**config.mk**
```make
export PLATFORM = sky130hd
export DESIGN_NAME = keypad_cursor_nav
export DESIGN_NICKNAME = d
export VERILOG_FILES = /design/src/rtl/lcd_ui_pkg.sv /design/src/rtl/btn_conditioner.sv /design/src/rtl/keypad_cursor_nav.sv
export SDC_FILE = /design/constraint.sdc
export NUM_CORES = 1
export LEC_CHECK = 0
export CAP_MARGIN = 40
export CORE_ASPECT_RATIO = 1.75
export CORE_MARGIN = 2
export CORE_UTILIZATION = 63
export CTS_CLUSTER_SIZE = 25
export DETAILED_ROUTE_END_ITERATION = 12
export HOLD_SLACK_MARGIN = 0.1
export PLACE_DENSITY = 0.78
export SYNTH_ARGS = -nofsm -noshare
export SYNTH_HDL_FRONTEND = slang
export SYNTH_SLANG_ARGS = --single-unit
```
**constraint.sdc**
```tcl
create_clock -name clk -period 2.96 [get_ports clk]
set_clock_uncertainty 0.15 [all_clocks]
set_input_delay 0.444 -clock clk [delete_from_list [all_inputs] [get_ports clk]]
set_output_delay 0.444 -clock clk [all_outputs]
set_load 0.005 [all_outputs]
```
**src/rtl/lcd_ui_pkg.sv**
```systemverilog
// Shared constants for the LCD UI blocks: direction indices, grid defaults and
// the per-button FSM encoding.
package lcd_ui_pkg;

    localparam int DIR_UP        = 0;
    localparam int DIR_DOWN      = 1;
    localparam int DIR_LEFT      = 2;
    localparam int DIR_RIGHT     = 3;
    localparam int NUM_DIRS      = 4;

    localparam int GRID_COLS_DEF = 4;
    localparam int GRID_ROWS_DEF = 4;
    localparam int CUR_W         = 4;

    typedef enum logic [1:0] {
        ST_IDLE        = 2'd0,
        ST_HELD_DELAY  = 2'd1,
        ST_HELD_REPEAT = 2'd2
    } btn_state_e;

    // One step on one axis; returns {changed, new_value}. lim is GRID-1.
    function automatic logic [CUR_W:0] cur_step(input logic [CUR_W-1:0] cur,
                                                 input logic             dec,
                                                 input logic [CUR_W-1:0] lim,
                                                 input logic             wrap);
        logic [CUR_W:0] r;
        if (dec) begin
            if (cur == '0) r = wrap ? {1'b1, lim} : {1'b0, cur};
            else           r = {1'b1, cur - 1'b1};
        end else begin
            if (cur >= lim) r = wrap ? {1'b1, {CUR_W{1'b0}}} : {1'b0, cur};
            else            r = {1'b1, cur + 1'b1};
        end
        // A 1-wide axis wraps onto itself: that is not a move.
        r[CUR_W] = r[CUR_W] && (r[CUR_W-1:0] != cur);
        return r;
    endfunction

endpackage

```
**src/rtl/btn_conditioner.sv**
```systemverilog
// One direction button: 2-flop synchronizer, debounce counter and the
// press / auto-repeat FSM producing a single-cycle move event.
module btn_conditioner
    import lcd_ui_pkg::*;
#(
    parameter int DEBOUNCE_CYC     = 660000,
    parameter int REPEAT_DELAY_CYC = 16500000,
    parameter int REPEAT_RATE_CYC  = 4950000,
    parameter int REPEAT_EN        = 1
) (
    input  logic clk,
    input  logic rst_n,
    input  logic i_btn,
    output logic o_level,
    output logic o_event
);
    localparam int DB_W   = ($clog2(DEBOUNCE_CYC) < 1) ? 1 : $clog2(DEBOUNCE_CYC);
    localparam int TM_MAX = (REPEAT_DELAY_CYC > REPEAT_RATE_CYC) ? REPEAT_DELAY_CYC
                                                                 : REPEAT_RATE_CYC;
    localparam int TM_W   = ($clog2(TM_MAX) < 1) ? 1 : $clog2(TM_MAX);

    logic            r_sync1, r_sync2, r_level;
    logic [DB_W-1:0] r_db_cnt;
    logic [TM_W-1:0] r_timer;
    btn_state_e      r_state;
    logic            w_dly_done, w_rate_done;

    always_ff @(posedge clk or negedge rst_n) begin
        if (!rst_n) begin
            r_sync1  <= 1'b0;
            r_sync2  <= 1'b0;
            r_level  <= 1'b0;
            r_db_cnt <= '0;
        end else begin
            r_sync1 <= i_btn;
            r_sync2 <= r_sync1;
            if (r_sync2 == r_level) begin
                r_db_cnt <= '0;
            end else if (r_db_cnt == DB_W'(DEBOUNCE_CYC - 1)) begin
                r_level  <= ~r_level;
                r_db_cnt <= '0;
            end else begin
                r_db_cnt <= r_db_cnt + 1'b1;
            end
        end
    end

    assign w_dly_done  = (r_timer == TM_W'(REPEAT_DELAY_CYC - 1));
    assign w_rate_done = (r_timer == TM_W'(REPEAT_RATE_CYC - 1));

    // The event fires in the same cycle the FSM decides to transition.
    always_comb begin
        o_event = 1'b0;
        case (r_state)
            ST_IDLE:        o_event = r_level;
            ST_HELD_DELAY:  o_event = (REPEAT_EN != 0) && r_level && w_dly_done;
            ST_HELD_REPEAT: o_event = r_level && w_rate_done;
            default:        o_event = 1'b0;
        endcase
    end

    always_ff @(posedge clk or negedge rst_n) begin
        if (!rst_n) begin
            r_state <= ST_IDLE;
            r_timer <= '0;
        end else begin
            case (r_state)
                ST_IDLE: begin
                    r_timer <= '0;
                    if (r_level) r_state <= ST_HELD_DELAY;
                end
                ST_HELD_DELAY: begin
                    if (!r_level) begin
                        r_state <= ST_IDLE;
                        r_timer <= '0;
                    end else if (REPEAT_EN != 0) begin
                        if (w_dly_done) begin
                            r_state <= ST_HELD_REPEAT;
                            r_timer <= '0;
                        end else begin
                            r_timer <= r_timer + 1'b1;
                        end
                    end
                end
                ST_HELD_REPEAT: begin
                    if (!r_level) begin
                        r_state <= ST_IDLE;
                        r_timer <= '0;
                    end else if (w_rate_done) begin
                        r_timer <= '0;
                    end else begin
                        r_timer <= r_timer + 1'b1;
                    end
                end
                default: begin
                    r_state <= ST_IDLE;
                    r_timer <= '0;
                end
            endcase
        end
    end

    assign o_level = r_level;

endmodule

```
**src/rtl/keypad_cursor_nav.sv**
```systemverilog
// Keypad cursor navigation: four conditioned direction buttons arbitrated
// (up > down > left > right) into a bounded grid cursor.
module keypad_cursor_nav
    import lcd_ui_pkg::*;
#(
    parameter int DEBOUNCE_CYC     = 660000,
    parameter int REPEAT_DELAY_CYC = 16500000,
    parameter int REPEAT_RATE_CYC  = 4950000,
    parameter int REPEAT_EN        = 1,
    parameter int GRID_COLS        = GRID_COLS_DEF,
    parameter int GRID_ROWS        = GRID_ROWS_DEF,
    parameter int WRAP             = 0
) (
    input  logic             clk,
    input  logic             rst_n,
    input  logic             btn_up,
    input  logic             btn_down,
    input  logic             btn_left,
    input  logic             btn_right,
    output logic [CUR_W-1:0] cursor_x,
    output logic [CUR_W-1:0] cursor_y,
    output logic             cursor_moved,
    output logic [3:0]       btn_level
);
    localparam logic [CUR_W-1:0] X_LIM  = CUR_W'(GRID_COLS - 1);
    localparam logic [CUR_W-1:0] Y_LIM  = CUR_W'(GRID_ROWS - 1);
    localparam logic             WRAP_B = (WRAP != 0);

    logic [NUM_DIRS-1:0] w_raw, w_level, w_event;
    logic [CUR_W-1:0]    r_cur_x, r_cur_y;
    logic                r_moved;
    logic [CUR_W:0]      w_step;
    logic                w_is_x;

    assign w_raw = {btn_right, btn_left, btn_down, btn_up};

    for (genvar g = 0; g < NUM_DIRS; g++) begin : g_btn
        btn_conditioner #(
            .DEBOUNCE_CYC    (DEBOUNCE_CYC),
            .REPEAT_DELAY_CYC(REPEAT_DELAY_CYC),
            .REPEAT_RATE_CYC (REPEAT_RATE_CYC),
            .REPEAT_EN       (REPEAT_EN)
        ) u_cond (
            .clk    (clk),
            .rst_n  (rst_n),
            .i_btn  (w_raw[g]),
            .o_level(w_level[g]),
            .o_event(w_event[g])
        );
    end

    // Arbitrate first: a winning move that hits an edge is simply dropped,
    // and losers are never retried.
    always_comb begin
        w_step = '0;
        w_is_x = 1'b0;
        if (w_event[DIR_UP]) begin
            w_step = cur_step(r_cur_y, 1'b1, Y_LIM, WRAP_B);
        end else if (w_event[DIR_DOWN]) begin
            w_step = cur_step(r_cur_y, 1'b0, Y_LIM, WRAP_B);
        end else if (w_event[DIR_LEFT]) begin
            w_step = cur_step(r_cur_x, 1'b1, X_LIM, WRAP_B);
            w_is_x = 1'b1;
        end else if (w_event[DIR_RIGHT]) begin
            w_step = cur_step(r_cur_x, 1'b0, X_LIM, WRAP_B);
            w_is_x = 1'b1;
        end
    end

    always_ff @(posedge clk or negedge rst_n) begin
        if (!rst_n) begin
            r_cur_x <= '0;
            r_cur_y <= '0;
            r_moved <= 1'b0;
        end else begin
            r_moved <= w_step[CUR_W];
            if (w_step[CUR_W]) begin
                if (w_is_x) r_cur_x <= w_step[CUR_W-1:0];
                else        r_cur_y <= w_step[CUR_W-1:0];
            end
        end
    end

    assign cursor_x     = r_cur_x;
    assign cursor_y     = r_cur_y;
    assign cursor_moved = r_moved;
    assign btn_level    = w_level;

endmodule

```
==> results of run 1 <==
==> routing by layer <==
layer / up-vias / share of wire (%)
met5: - / 0
met4: 0 / 1.8
met3: 32 / 2.9
met2: 114 / 55
met1: 3689 / 41
li1: 3675 / -
==> cells by family after synthesis <==
kind of cell / share of synthesized area (%)
flops: 49.6
mux: 1.38
buf+inv: 2.65
simple gates: 25.5
xor+xnor: 13.0
fa+ha+maj: 3.63
compound gates: 4.20
==> sequential cells by signal (all words and copies together), names as in the netlist <==
signal and cells:
g_btn.u_cond.o_level 4, g_btn.u_cond.r_sync2 4, cursor_y 4, g_btn.u_cond.r_sync1 4, g_btn.u_cond.r_state 8, g_btn.u_cond.r_db_cnt 80
cursor_moved 1, g_btn.u_cond.r_timer 96, cursor_x 4
==> power groups by stage <==
| stage | combinational (µW) | sequential, µW | clock [µW] |
|---|---|---|---|
| after global placement | 118 | 2890 | 0 |
| after floorplan | 39.5 | 2890 | 0 |
| after CTS | 122 | 2840 | 2800 |
| after detailed placement | 120 | 2890 | 0 |
| final | 116 | 2840 | 2740 |
| after global routing | 137 | 2840 | 2910 |
==> worst max-delay path by stage <==
stage               cells after the start  slack (ns)                      end                            startpoint
floorplan                               7        0.35  cursor_x[1]$_DFFE_PN0P_  g_btn[0].u_cond.r_timer[6]$_DFF_PN0_
global placement                        7        0.33  cursor_x[3]$_DFFE_PN0P_  g_btn[0].u_cond.r_timer[6]$_DFF_PN0_
detailed placement                      7        0.29  cursor_x[3]$_DFFE_PN0P_  g_btn[0].u_cond.r_timer[6]$_DFF_PN0_
CTS                                     7        0.28  cursor_x[3]$_DFFE_PN0P_  g_btn[0].u_cond.r_timer[6]$_DFF_PN0_
global route                            7        0.12  cursor_x[1]$_DFFE_PN0P_  g_btn[0].u_cond.r_timer[6]$_DFF_PN0_
finish                                  7        0.30  cursor_x[1]$_DFFE_PN0P_  g_btn[0].u_cond.r_timer[6]$_DFF_PN0_
==> placed cells by master (no fill, tap or decap), types with 25 or more instances in the layout <==
master,count
nand3_1,66
nor2_1,202
xor2_1,91
nand2_1,85
xnor2_1,63
ha_1,30
o21ai_0,25
nand4_1,36
and3_1,29
dfrtp_1,205
inv_1,43
==> critical path, stage by stage, from the launching register on <==
cell and delay (ns):
dfrtp_1 0.43, or4b_1 0.51, or3_1 0.39, mux2_4 0.29
o22ai_4 0.26, nor2_2 0.10, nand2_2 0.11, mux2_1 0.32
==> timing repair <==
action / CTS / global route
buffers inserted: 0 / 0
hold endpoints to repair: 63 / 0
hold buffers: 1 / 0
==> cell type report <==
cell class / instances / area [µm²] / share of cell area (%)
clock buffer: 29 / 606 / 5.26
sequential: 205 / 5130 / 44.6
inverter: 43 / 161 / 1.40
clock inverter: 6 / 111 / 0.968
tap: 192 / 240 / 2.09
timing repair buffer: 31 / 322 / 2.80
multi-input combinational: 797 / 4930 / 42.9
==> stage by stage <==
stage	instance area, µm²	instances
final	11500	1303
after global routing	11500	1303
after CTS	11500	1303
after detailed placement	10800	1267
after global placement	10800	1267
after floorplan	10300	1070
==> run summary, run 1 <==
Status = completed
Die width = 101 µm
Filler instances = 1,199
Placement Setup Slack = 0.293 ns
Combinational power share = 2.0%
Final worst slack = 0.298 ns
Drt wl/cell = 15.1 µm
R2R depth = 7
Num CTS Buffers = 20
Int Pwr = 4540 µW
WP data arrival = 2.88 ns
Post-synth top flop = dfrtp_1
Final ANT Viol Nets = 0
Count leader, synth = dfrtp_1
Seq pwr share = 49.8%
Die area = 0.0175 mm²
Total GRT Usage = 23.7%
Worst path required time = 3.18 ns
# clock sinks = 205
Global-route wire length before repair = 34,500 µm
Met1 usage in global routing = 29.2%
Starting Density = 63.8%
Sum Neg Setup Slack = 0 ns
Vias in the first global route = 7,722
Slew HR = 58.7%
Global routing met3 resource utilization = 2.74%
P_sw = 1150 µW
Synth area leader = dfrtp_1
DR DRC count = 0
RSZ-0062 raised after global routing = no
Post-CTS sizing = 0
CTS clock-pin slew for the worst setup and hold paths = 0.06 ns
Area Overhead vs Synth = 11.3%
EDFF count, synth = 0
Worst slew pin tran = 0.614 ns
Core footprint = 0.0162 mm²
FP Rows = 62
Min Hold Slack = 0.202 ns
Max frequency = 0.376 GHz
Ys Warns = 0
Reg-to-reg endpoint = cursor_x[1]$_DFFE_PN0P_
Sequential area share after synthesis = 49.6%
Avg Inst Size Synth = 9.66 µm²
Synth Net Count = 1,106
Busiest grt layer = met2
H-tree levels = 1
R2R Path Start = g_btn[0].u_cond.r_timer[6]$_DFF_PN0_
Lkg Pwr = 0.00488 µW
Root Buffer = clkbuf_16
Period minus WS final = 2.66 ns
Clk network pwr share = 48.1%
Skew-Pair Late Insertion Delay = 0.49 ns
Clock tree buffer depth = 3
Largest net degree at the start of global routing = 68
Reg2reg setup slack = 0.30 ns
Top fanout value on the critical path = 6
Diodes inserted = 0
M2 GR Usage = 42.5%
FF+latch count, synth = 205
Vias/cell = 5.76
Commonest cells in the netlist = dfrtp_1, nor2_1, xor2_1
Switch share = 20.3%
Post-synth cell types = 57
Asr flop ratio synth = 100%
Nets@finish = 1,134
Synthesized instance count = 1,070
I/O Buffers = 18
Routed Wire Length = 19,700 µm
Min-Delay Path Class = reg -> reg
Synth top area share = 49.6%
WS Path Type = reg -> reg
Final Hold Fails = 0
CP Capture Type = register
I/O pins = 19
Initial antenna violation count = 0
Hold depth = 0
Ratio of cells with drive above 1 in the final layout = 6.21%
Sink of the worst hold path = g_btn[0].u_cond.r_sync2$_DFF_PN0_
Final Cycle Share = 89.9%
Final setup viols = 0
Initial DRC count = 296
CP Launch Type = register
Worst Hold Launch = g_btn[0].u_cond.r_sync1$_DFF_PN0_
Total number of vias = 7,510
Synth Cell Area = 0.0103 mm²
Chip height = 173 µm
Cell area power density = 495 mW/mm²
DP HPWL = 13,700 µm
Synth area leaders = dfrtp_1, xor2_1, nor2_1, xnor2_1, ha_1
Pins Over Slew Limit = 0
Total power = 5690 µW
VDD IR max = 0.000560 V
Grt ovf = 0
CTS tree = done
Core Util, Final = 71.0%
Gp weighted congestion = 0.825
Drt pass-1 iters = 4
Max-cap violations = 0
(Power assumes the default switching activity.)
==> run 2: changes to the inputs <==
--- a/config.mk
+++ b/config.mk
@@ -5,12 +5,14 @@
 export SDC_FILE = /design/constraint.sdc
 export NUM_CORES = 1
 export LEC_CHECK = 0
+export ABC_CLOCK_PERIOD_IN_PS = 2960
 export CAP_MARGIN = 40
 export CORE_ASPECT_RATIO = 1.75
 export CORE_MARGIN = 2
 export CORE_UTILIZATION = 63
 export CTS_CLUSTER_SIZE = 25
 export DETAILED_ROUTE_END_ITERATION = 12
+export GPL_TIMING_DRIVEN = 0
 export HOLD_SLACK_MARGIN = 0.1
 export PLACE_DENSITY = 0.78
 export SYNTH_ARGS = -nofsm -noshare
==> run summary, run 2 (synthesis gave the netlist of run 1 again) <==
Status = completed
Die area = 0.0175 mm²
I/O Buffers = 18
Worst slew pin tran = 0.637 ns
Initial antenna violation count = 0
DR DRC count = 0
Sink of the worst hold path = g_btn[3].u_cond.r_sync2$_DFF_PN0_
Starting Density = 63.8%
Routed Wire Length = 19,900 µm
Root Buffer = clkbuf_16
Initial DRC count = 270
Cell area power density = 480 mW/mm²
Global-route wire length before repair = 35,200 µm
Total number of vias = 7,661
I/O pins = 19
Pins Over Slew Limit = 0
Reg-to-reg endpoint = cursor_x[1]$_DFFE_PN0P_
Area Overhead vs Synth = 10.8%
Drt pass-1 iters = 4
Min Hold Slack = 0.199 ns
Final worst slack = 0.179 ns
RSZ-0062 raised after global routing = no
Placement Setup Slack = 0.181 ns
Final Hold Fails = 0
Ratio of cells with drive above 1 in the final layout = 5.34%
DP HPWL = 13,700 µm
Num CTS Buffers = 19
H-tree levels = 1
Min-Delay Path Class = reg -> reg
CP Launch Type = register
Drt wl/cell = 15.1 µm
Slew HR = 57.5%
Reg2reg setup slack = 0.18 ns
CP Capture Type = register
# clock sinks = 205
Clock tree buffer depth = 3
Register with the most flip-flops = g_btn.u_cond.r_timer
WP data arrival = 3.00 ns
Vias/cell = 5.82
Worst path required time = 3.18 ns
Filler instances = 1,232
Nets@finish = 1,147
CTS tree = done
Max frequency = 0.360 GHz
Most common cell after layout, fill and taps aside = dfrtp_1
Diodes inserted = 0
Max FFs per register = 96
Chip height = 173 µm
Final ANT Viol Nets = 0
R2R depth = 7
Most frequent cells in the layout = dfrtp_1, nor2_1, xor2_1, nand2_1, nand3_1
Lkg Pwr = 0.00484 µW
R2R Path Start = g_btn[0].u_cond.r_timer[6]$_DFF_PN0_
Gp weighted congestion = 0.840
Skew-Pair Late Insertion Delay = 0.49 ns
Top flop regs = g_btn.u_cond.r_timer: 96 flops, g_btn.u_cond.r_db_cnt: 80 flops, g_btn.u_cond.r_state: 8 flops
Hold depth = 0
Final setup viols = 0
Max-cap violations = 0
Grt ovf = 0
WS Path Type = reg -> reg
Top fanout value on the critical path = 9
Final Cycle Share = 93.9%
Largest net degree at the start of global routing = 127
Period minus WS final = 2.78 ns
Core Util, Final = 70.6%
Die width = 101 µm
FP Rows = 62
Vias in the first global route = 7,961
Worst Hold Launch = g_btn[3].u_cond.r_sync1$_DFF_PN0_
Post-CTS sizing = 0
VDD IR max = 0.000446 V
CTS clock-pin slew for the worst setup and hold paths = 0.06 ns
Total GRT Usage = 23.9%
Core footprint = 0.0162 mm²
-- run 2: cell types whose count changed in the layout (fill, tap and decap cells not counted), moves of 2 or more --
cell | previous run | this run
clkbuf_1 | 3 | 24
buf_4 | 9 | 5
buf_12 | 3 | 0
clkbuf_16 | 21 | 19
-- run 2: power breakdown --
| part | switching (µW) | internal [µW] | leakage (µW) |
|---|---|---|---|
| clock | 1030 | 1520 | 0.000320 |
| sequential | 16.1 | 2820 | 0.00284 |
| combinational | 83.4 | 29.4 | 0.00168 |
| total | 1130 | 4360 | 0.00484 |
-- run 2: metal layers --
layer	vias to the layer above	global-route usage, %	part of all wire (%)
li1	3700	-	-
met1	3801	27.7	40
met2	117	43.8	54
met3	43	3.47	3.1
met4	0	8.56	2.4
met5	-	0	0
-- run 2: worst max-delay path, cell delays in order, from the launching register on --
cell and delay (ns):
dfrtp_1 0.42, or4b_1 0.53, or3_1 0.40, mux2_4 0.29, o22ai_4 0.32, nor2_2 0.11, nand2_2 0.12, mux2_1 0.33
-- run 2: worst max-delay path by stage --
stage / end / startpoint / cells after the start / slack (ns)
final: cursor_x[1]$_DFFE_PN0P_ / g_btn[0].u_cond.r_timer[6]$_DFF_PN0_ / 7 / 0.18
after global routing: g_btn[1].u_cond.r_timer[2]$_DFF_PN0_ / g_btn[1].u_cond.r_timer[0]$_DFF_PN0_ / 7 / 0.05
after CTS: cursor_x[1]$_DFFE_PN0P_ / g_btn[0].u_cond.r_timer[6]$_DFF_PN0_ / 7 / 0.18
after detailed placement: cursor_x[1]$_DFFE_PN0P_ / g_btn[0].u_cond.r_timer[6]$_DFF_PN0_ / 7 / 0.18
after global placement: g_btn[1].u_cond.r_timer[16]$_DFF_PN0_ / rst_n / 1 / -7.19
after floorplan: cursor_x[1]$_DFFE_PN0P_ / g_btn[0].u_cond.r_timer[6]$_DFF_PN0_ / 7 / 0.35
-- run 2: area by class of cell --
class                           instances  area, µm²  share of cell area (%)
Sequential cell                       205       5130                    44.8
Multi-Input combinational cell        797       4930                    43.1
Clock buffer                           30        577                    5.04
Tap cell                              192        240                    2.10
Timing Repair Buffer                   20        223                    1.94
Inverter                               43        161                    1.41
Buffer                                 25        113                   0.983
Clock inverter                          4       73.8                   0.645
-- run 2: stage by stage --
step	cells	total power [µW]	area (µm²)	TNS, ns
3_3_place_gp	1280	3000	10800	-1469.32
5_1_grt	1316	5690	11500	0
3_5_place_dp	1281	3010	10800	0
2_1_floorplan	1070	2920	10300	0
4_1_cts	1316	5560	11500	0
6_report	1316	5500	11500	0
-- run 2: what timing repair did --
action | in CTS | in global routing
endpoints found under the hold margin | 79 | 0
hold buffers | 1 | 0
setup buffers | 0 | 0
